**src/rtl/arbiter_mux_pkg.sv**
```systemverilog
// Shared types for the arbiter_mux slice: the held request record and the
// idle-grant encoding. The request struct widths are fixed here; the
// arbiter_mux ADDR_WIDTH/DATA_WIDTH parameters default to these values.
package arbiter_mux_pkg;

    localparam int unsigned PKG_ADDR_WIDTH = 20;
    localparam int unsigned PKG_DATA_WIDTH = 16;

    // One manager request as captured by the holding register.
    typedef struct packed {
        logic                      we;
        logic [PKG_ADDR_WIDTH-1:0] addr;
        logic [PKG_DATA_WIDTH-1:0] wdata;
    } req_t;

    // A grant index equal to the manager count means "no grant".
    function automatic int unsigned idle_grant(input int unsigned num_m);
        return num_m;
    endfunction

endpackage

```
**src/rtl/req_hold_reg.sv**
```systemverilog
// 1-entry valid/ready holding register. Ready is low while an entry is held,
// so a capture and a release can never target the same cycle.
module req_hold_reg
    import arbiter_mux_pkg::*;
(
    input  logic clk,
    input  logic rst,
    input  logic i_valid,
    output logic o_ready,
    input  req_t i_req,
    input  logic i_clear,
    output logic o_held,
    output req_t o_req
);

    logic r_held;
    req_t r_req;

    // Capture on the valid/ready handshake, release when downstream accepts.
    always_ff @(posedge clk) begin
        if (rst) begin
            r_held <= 1'b0;
            r_req  <= '0;
        end else if (i_valid && !r_held) begin
            r_held <= 1'b1;
            r_req  <= i_req;
        end else if (i_clear) begin
            r_held <= 1'b0;
        end
    end

    assign o_ready = !r_held;
    assign o_held  = r_held;
    assign o_req   = r_req;

endmodule

```
**src/rtl/arbiter_mux.sv**
```systemverilog
// Datapath stage behind the grant arbiter: holds one request per manager,
// forwards the request picked by g_req to the subordinate and steers the
// in-order responses back to the manager named by g_resp.
// Handshake: a request transfers on any edge where valid && ready are both
// high; the response channel has no backpressure (s_rvalid is always taken).
// Optional build macro ARBITER_MUX_RESP_REG_EN registers m_rvalid/m_rdata
// (one cycle after s_rvalid); without it they pass straight through.
module arbiter_mux
    import arbiter_mux_pkg::*;
#(
    parameter  int NUM_M      = 2,
    parameter  int ADDR_WIDTH = PKG_ADDR_WIDTH,
    parameter  int DATA_WIDTH = PKG_DATA_WIDTH,
    localparam int G_BITS     = $clog2(NUM_M + 1)
) (
    input  logic                         clk,
    input  logic                         rst,
    input  logic [NUM_M-1:0]             m_valid,
    output logic [NUM_M-1:0]             m_ready,
    input  logic [NUM_M-1:0]             m_we,
    input  logic [NUM_M*ADDR_WIDTH-1:0]  m_addr,
    input  logic [NUM_M*DATA_WIDTH-1:0]  m_wdata,
    output logic [NUM_M-1:0]             m_rvalid,
    output logic [DATA_WIDTH-1:0]        m_rdata,
    output logic [NUM_M-1:0]             g_want,
    input  logic [G_BITS-1:0]            g_req,
    input  logic [G_BITS-1:0]            g_resp,
    output logic                         req_accepted,
    output logic                         resp_accepted,
    output logic                         s_valid,
    input  logic                         s_ready,
    output logic                         s_we,
    output logic [ADDR_WIDTH-1:0]        s_addr,
    output logic [DATA_WIDTH-1:0]        s_wdata,
    input  logic                         s_rvalid,
    input  logic [DATA_WIDTH-1:0]        s_rdata
);

    localparam logic [G_BITS-1:0] IDLE = G_BITS'(idle_grant(NUM_M));

    logic [NUM_M-1:0] w_held;
    logic [NUM_M-1:0] w_clear;
    logic [NUM_M-1:0] w_resp_onehot;
    req_t             w_in_req [NUM_M];
    req_t             w_hold   [NUM_M];
    req_t             w_sel;
    logic             w_sel_held;

    for (genvar gi = 0; gi < NUM_M; gi++) begin : g_hold
        assign w_in_req[gi] = '{
            we:    m_we[gi],
            addr:  m_addr[gi*ADDR_WIDTH +: ADDR_WIDTH],
            wdata: m_wdata[gi*DATA_WIDTH +: DATA_WIDTH]
        };
        assign w_clear[gi] = req_accepted && (g_req == G_BITS'(gi));

        req_hold_reg u_hold (
            .clk     (clk),
            .rst     (rst),
            .i_valid (m_valid[gi]),
            .o_ready (m_ready[gi]),
            .i_req   (w_in_req[gi]),
            .i_clear (w_clear[gi]),
            .o_held  (w_held[gi]),
            .o_req   (w_hold[gi])
        );
    end

    assign g_want = w_held;

    // Select the granted holding register; out-of-range grants read as idle.
    always_comb begin
        w_sel      = '0;
        w_sel_held = 1'b0;
        for (int i = 0; i < NUM_M; i++) begin
            if (g_req == G_BITS'(i)) begin
                w_sel      = w_hold[i];
                w_sel_held = w_held[i];
            end
        end
    end

    assign s_valid       = (g_req != IDLE) && w_sel_held;
    assign s_we          = w_sel.we;
    assign s_addr        = w_sel.addr;
    assign s_wdata       = w_sel.wdata;
    assign req_accepted  = s_valid && s_ready;
    assign resp_accepted = s_rvalid;

    // Decode which manager owns this cycle's response; idle grant drops it.
    always_comb begin
        w_resp_onehot = '0;
        for (int i = 0; i < NUM_M; i++) begin
            if (s_rvalid && (g_resp == G_BITS'(i))) begin
                w_resp_onehot[i] = 1'b1;
            end
        end
    end

`ifdef ARBITER_MUX_RESP_REG_EN
    logic [NUM_M-1:0]      r_rvalid;
    logic [DATA_WIDTH-1:0] r_rdata;

    // Register the steered response; data holds until the next delivery.
    always_ff @(posedge clk) begin
        if (rst) begin
            r_rvalid <= '0;
            r_rdata  <= '0;
        end else begin
            r_rvalid <= w_resp_onehot;
            if (|w_resp_onehot) begin
                r_rdata <= s_rdata;
            end
        end
    end

    assign m_rvalid = r_rvalid;
    assign m_rdata  = r_rdata;
`else
    assign m_rvalid = w_resp_onehot;
    assign m_rdata  = s_rdata;
`endif

endmodule
```
**config.mk**
```make
export PLATFORM = sky130hd
export DESIGN_NAME = arbiter_mux
export DESIGN_NICKNAME = d
export VERILOG_FILES = /design/src/rtl/arbiter_mux_pkg.sv /design/src/rtl/req_hold_reg.sv /design/src/rtl/arbiter_mux.sv
export SDC_FILE = /design/constraint.sdc
export NUM_CORES = 1
export LEC_CHECK = 0
export ABC_AREA = 0
export CAP_MARGIN = 0
export CORE_ASPECT_RATIO = 1.75
export CORE_MARGIN = 2
export CORE_UTILIZATION = 30
export DETAILED_ROUTE_END_ITERATION = 16
export PLACE_DENSITY = 0.7
export SKIP_LAST_GASP = 1
export SLEW_MARGIN = 20
export SYNTH_ARGS = -nofsm -noshare
export SYNTH_HDL_FRONTEND = slang
export SYNTH_SLANG_ARGS = --single-unit
```
**constraint.sdc**
```tcl
create_clock -name clk -period 2.4 [get_ports clk]
set_input_delay 0.36 -clock clk [delete_from_list [all_inputs] [get_ports clk]]
set_output_delay 0.36 -clock clk [all_outputs]
set_load 0.05 [all_outputs]
```
==> impl_metrics.json <==
{
  "ios": 162,
  "p_switching_w": 0.0009464,
  "die_y_um": 160.9,
  "die_area_mm2": 0.01507,
  "combinationalPowerShare": 0.228,
  "cts_setup_buffers": 0,
  "p_leak_nw": 2.184,
  "startpoint_type": "primary input",
  "antenna_left": 0,
  "grt_antenna_before_repair": 0,
  "cts_buffers": 9,
  "design_area_mm2": 0.005953,
  "slowest_delay_ns": 0.81,
  "multi_input_area_mm2": 0.002277,
  "final_cell_mix": "clkdlybuf4s50_1 (79), dfxtp_1 (76), nand2b_1 (74), nand4bb_1 (74), o21ai_1 (68)",
  "die_w_um": 93.66,
  "rsz0062_at_grt": "no",
  "vdd.ir_drop.worst_mv": 0.2855,
  "place_area_mm2": 0.005675,
  "hpwl_mm": 7.895,
  "cts_htree_levels": 3,
  "min_delay_path_depth": 2,
  "gr-total-overflow": 0,
  "diodes": 0,
  "grt_usage": 0.1600,
  "wl_per_cell_um": 16.89,
  "seq_area_frac_synth": 0.3605,
  "port_buffers": 129,
  "fin_cells": 720,
  "syn-num-nets": 557,
  "fin_tns_setup_ns": 0,
  "finalSetupViolCount": 0,
  "path_class": "in2out",
  "ys_types": 20,
  "crit_slowest_cell": "clkdlybuf4s50_1",
  "synth_area_mm2": 0.004220,
  "dp.cells": 705,
  "synth_simple_gate_area_frac": 0.3525,
  "pwr_density_cell_mw_per_mm2": 574.7,
  "hold_start": "g_hold[0].u_hold.o_req[9]$_SDFFE_PP0P_",
  "slew_violations": 0,
  "drive_gt1_frac": 0.1473,
  "intPower_w": 0.002475,
  "seq_power_share": 0.404,
  "viasPerCell": 4.994,
  "setup_slack_ns": 0.3805,
  "timing.critical_path.mode_cell": "clkdlybuf4s50_1",
  "grt_max_degree": 151,
  "clk_latency_ns": 0.33,
  "crit_arrival_ns": 1.66,
  "cts.sinks": 76,
  "worstPathCellList": "clkdlybuf4s50_1, clkdlybuf4s50_1",
  "fp.coreArea_mm2": 0.01384,
  "status": "finished, final reports clean",
  "netlist_instances": 457,
  "synth_warnings": 0,
  "avgSynthCellArea_um2": 9.235,
  "rows": 57,
  "synth_xor_xnor_area_share": 0,
  "gp_congestion": 0.7527,
  "root_buffer": "clkbuf_16",
  "ys_seq_elements": 76,
  "drt_iter0_drc": 156,
  "critPathBufInv": 2,
  "first_global_vias": 3748,
  "hold_path_class": "reg2reg",
  "ctsResizeCount": 0,
  "critPathLaunch": "s_rvalid",
  "end_kind": "output port",
  "finalCritPeriodShare": 0.8415,
  "clockBufferDepth": 2,
  "cap_violations": 0,
  "synthMuxAreaShare": 0.09013,
  "final_common_cell": "clkdlybuf4s50_1",
  "cts_tree": "yes",
  "wl_mm": 12.16,
  "crit_path_max_fanout": 3,
  "nets": 639,
  "clkTransAtPathRegs_ns": 0.06,
  "relSlewSlack": 0.6496,
  "synth_compound_area_frac": 0.09339,
  "r2r_start": "g_hold[1].u_hold.o_held$_SDFFE_PP0P_",
  "grt_pass1_wl_mm": 18.86,
  "max_freq_mhz": 495.2,
  "swShare": 0.2766,
  "drt-pass1-iter-count": 4,
  "skew_ns": 0.007621,
  "num_vias": 3596,
  "nFillCells": 1345,
  "synthToLayoutAreaGrowth_pct": 41.06,
  "finalHoldViolCount": 0,
  "regArea_mm2": 0.001521,
  "synth_fa_ha_area_frac": 0,
  "pwr-share-clk": 0.368,
  "floorplan.initialDensity": 0.3050,
  "fin_crit_ns": 2.020,
  "place_ws_ns": 0.3797,
  "worstMarginPinSlew_ns": 0.5245,
  "cp_top_family": "buffers and inverters",
  "cp.depth": 2,
  "reg2regPathDepth": 4,
  "timing.hold.ws_ns": 0.4619,
  "route.detailed.drc": 0,
  "crit_required_ns": 2.04,
  "synth_top_family_by_area": "simple AND/OR/NAND/NOR gates",
  "hold_buffers": 0
}
registers in the layout, summed over array words and instances, names as in the netlist:
register	cells
g_hold.u_hold.o_req	74
g_hold.u_hold.o_held	2
through the flow:
stage / total power, W / util
after floorplan: 0.001921 / -
after global placement: 0.002179 / 0.4102
after detailed placement: 0.002193 / 0.4102
after CTS: 0.003463 / 0.4303
after global routing: 0.003562 / 0.4303
final: 0.003421 / 0.4303
cells in the mapped netlist, drive strengths merged:
library cell   n  area [um^2]
dfxtp         76         1521
nand2b        74        462.9
nand4bb       74        833.3
o21ai         74        370.4
buf           54        361.6
nor2          40        150.1
mux2i         38        380.4
clkbuf        16        63.81
nor2b          4        25.02
inv            3        11.26
a311oi         2        23.77
and3b          1        8.760
nor3b          1        7.510
worst paths after layout:
| kind | end | slack (ns) |
|---|---|---|
| worst min register to register | g_hold[0].u_hold.o_req[9]$_SDFFE_PP0P_ | 0.46 |
| worst max-delay path | resp_accepted | 0.38 |
| worst max register to register | g_hold[1].u_hold.o_req[13]$_SDFFE_PP0P_ | 0.86 |
| worst min-delay path | g_hold[0].u_hold.o_req[9]$_SDFFE_PP0P_ | 0.46 |
final cells by class:
type                       count  area share
timing repair buffer         141      0.2762
sequential                    76      0.2556
inverter                       3    0.001892
clock buffer                  11     0.04245
clock inverter                 4    0.004203
tap                          177     0.03720
multi-input combinational    308      0.3825
power groups by stage:
stage | combinational [W] | sequential (W) | clock (W)
global route | 0.000825 | 0.00139 | 0.00135
CTS | 0.000786 | 0.00138 | 0.00129
detailed placement | 0.000783 | 0.00141 | 0
floorplan | 0.000519 | 0.00140 | 0
finish | 0.000779 | 0.00138 | 0.00126
global placement | 0.000773 | 0.00141 | 0
cell families after synthesis:
| family | after synthesis |
|---|---|
| buffers and inverters | 73 |
| and+or+nand+nor | 194 |
| DFF | 76 |
| muxes | 38 |
| AOI/OAI and AO/OA | 76 |
routing by layer:
| metal | track usage | wire [um] | up-vias |
|---|---|---|---|
| met4 | 0.07049 | 308 | 0 |
| li1 | - | - | 1744 |
| met3 | 0.02345 | 470 | 19 |
| met2 | 0.2999 | 6697 | 101 |
| met1 | 0.1733 | 4686 | 1732 |
| met5 | 0 | 0 | - |
No activity file was read; power rests on OpenSTA's default activity.
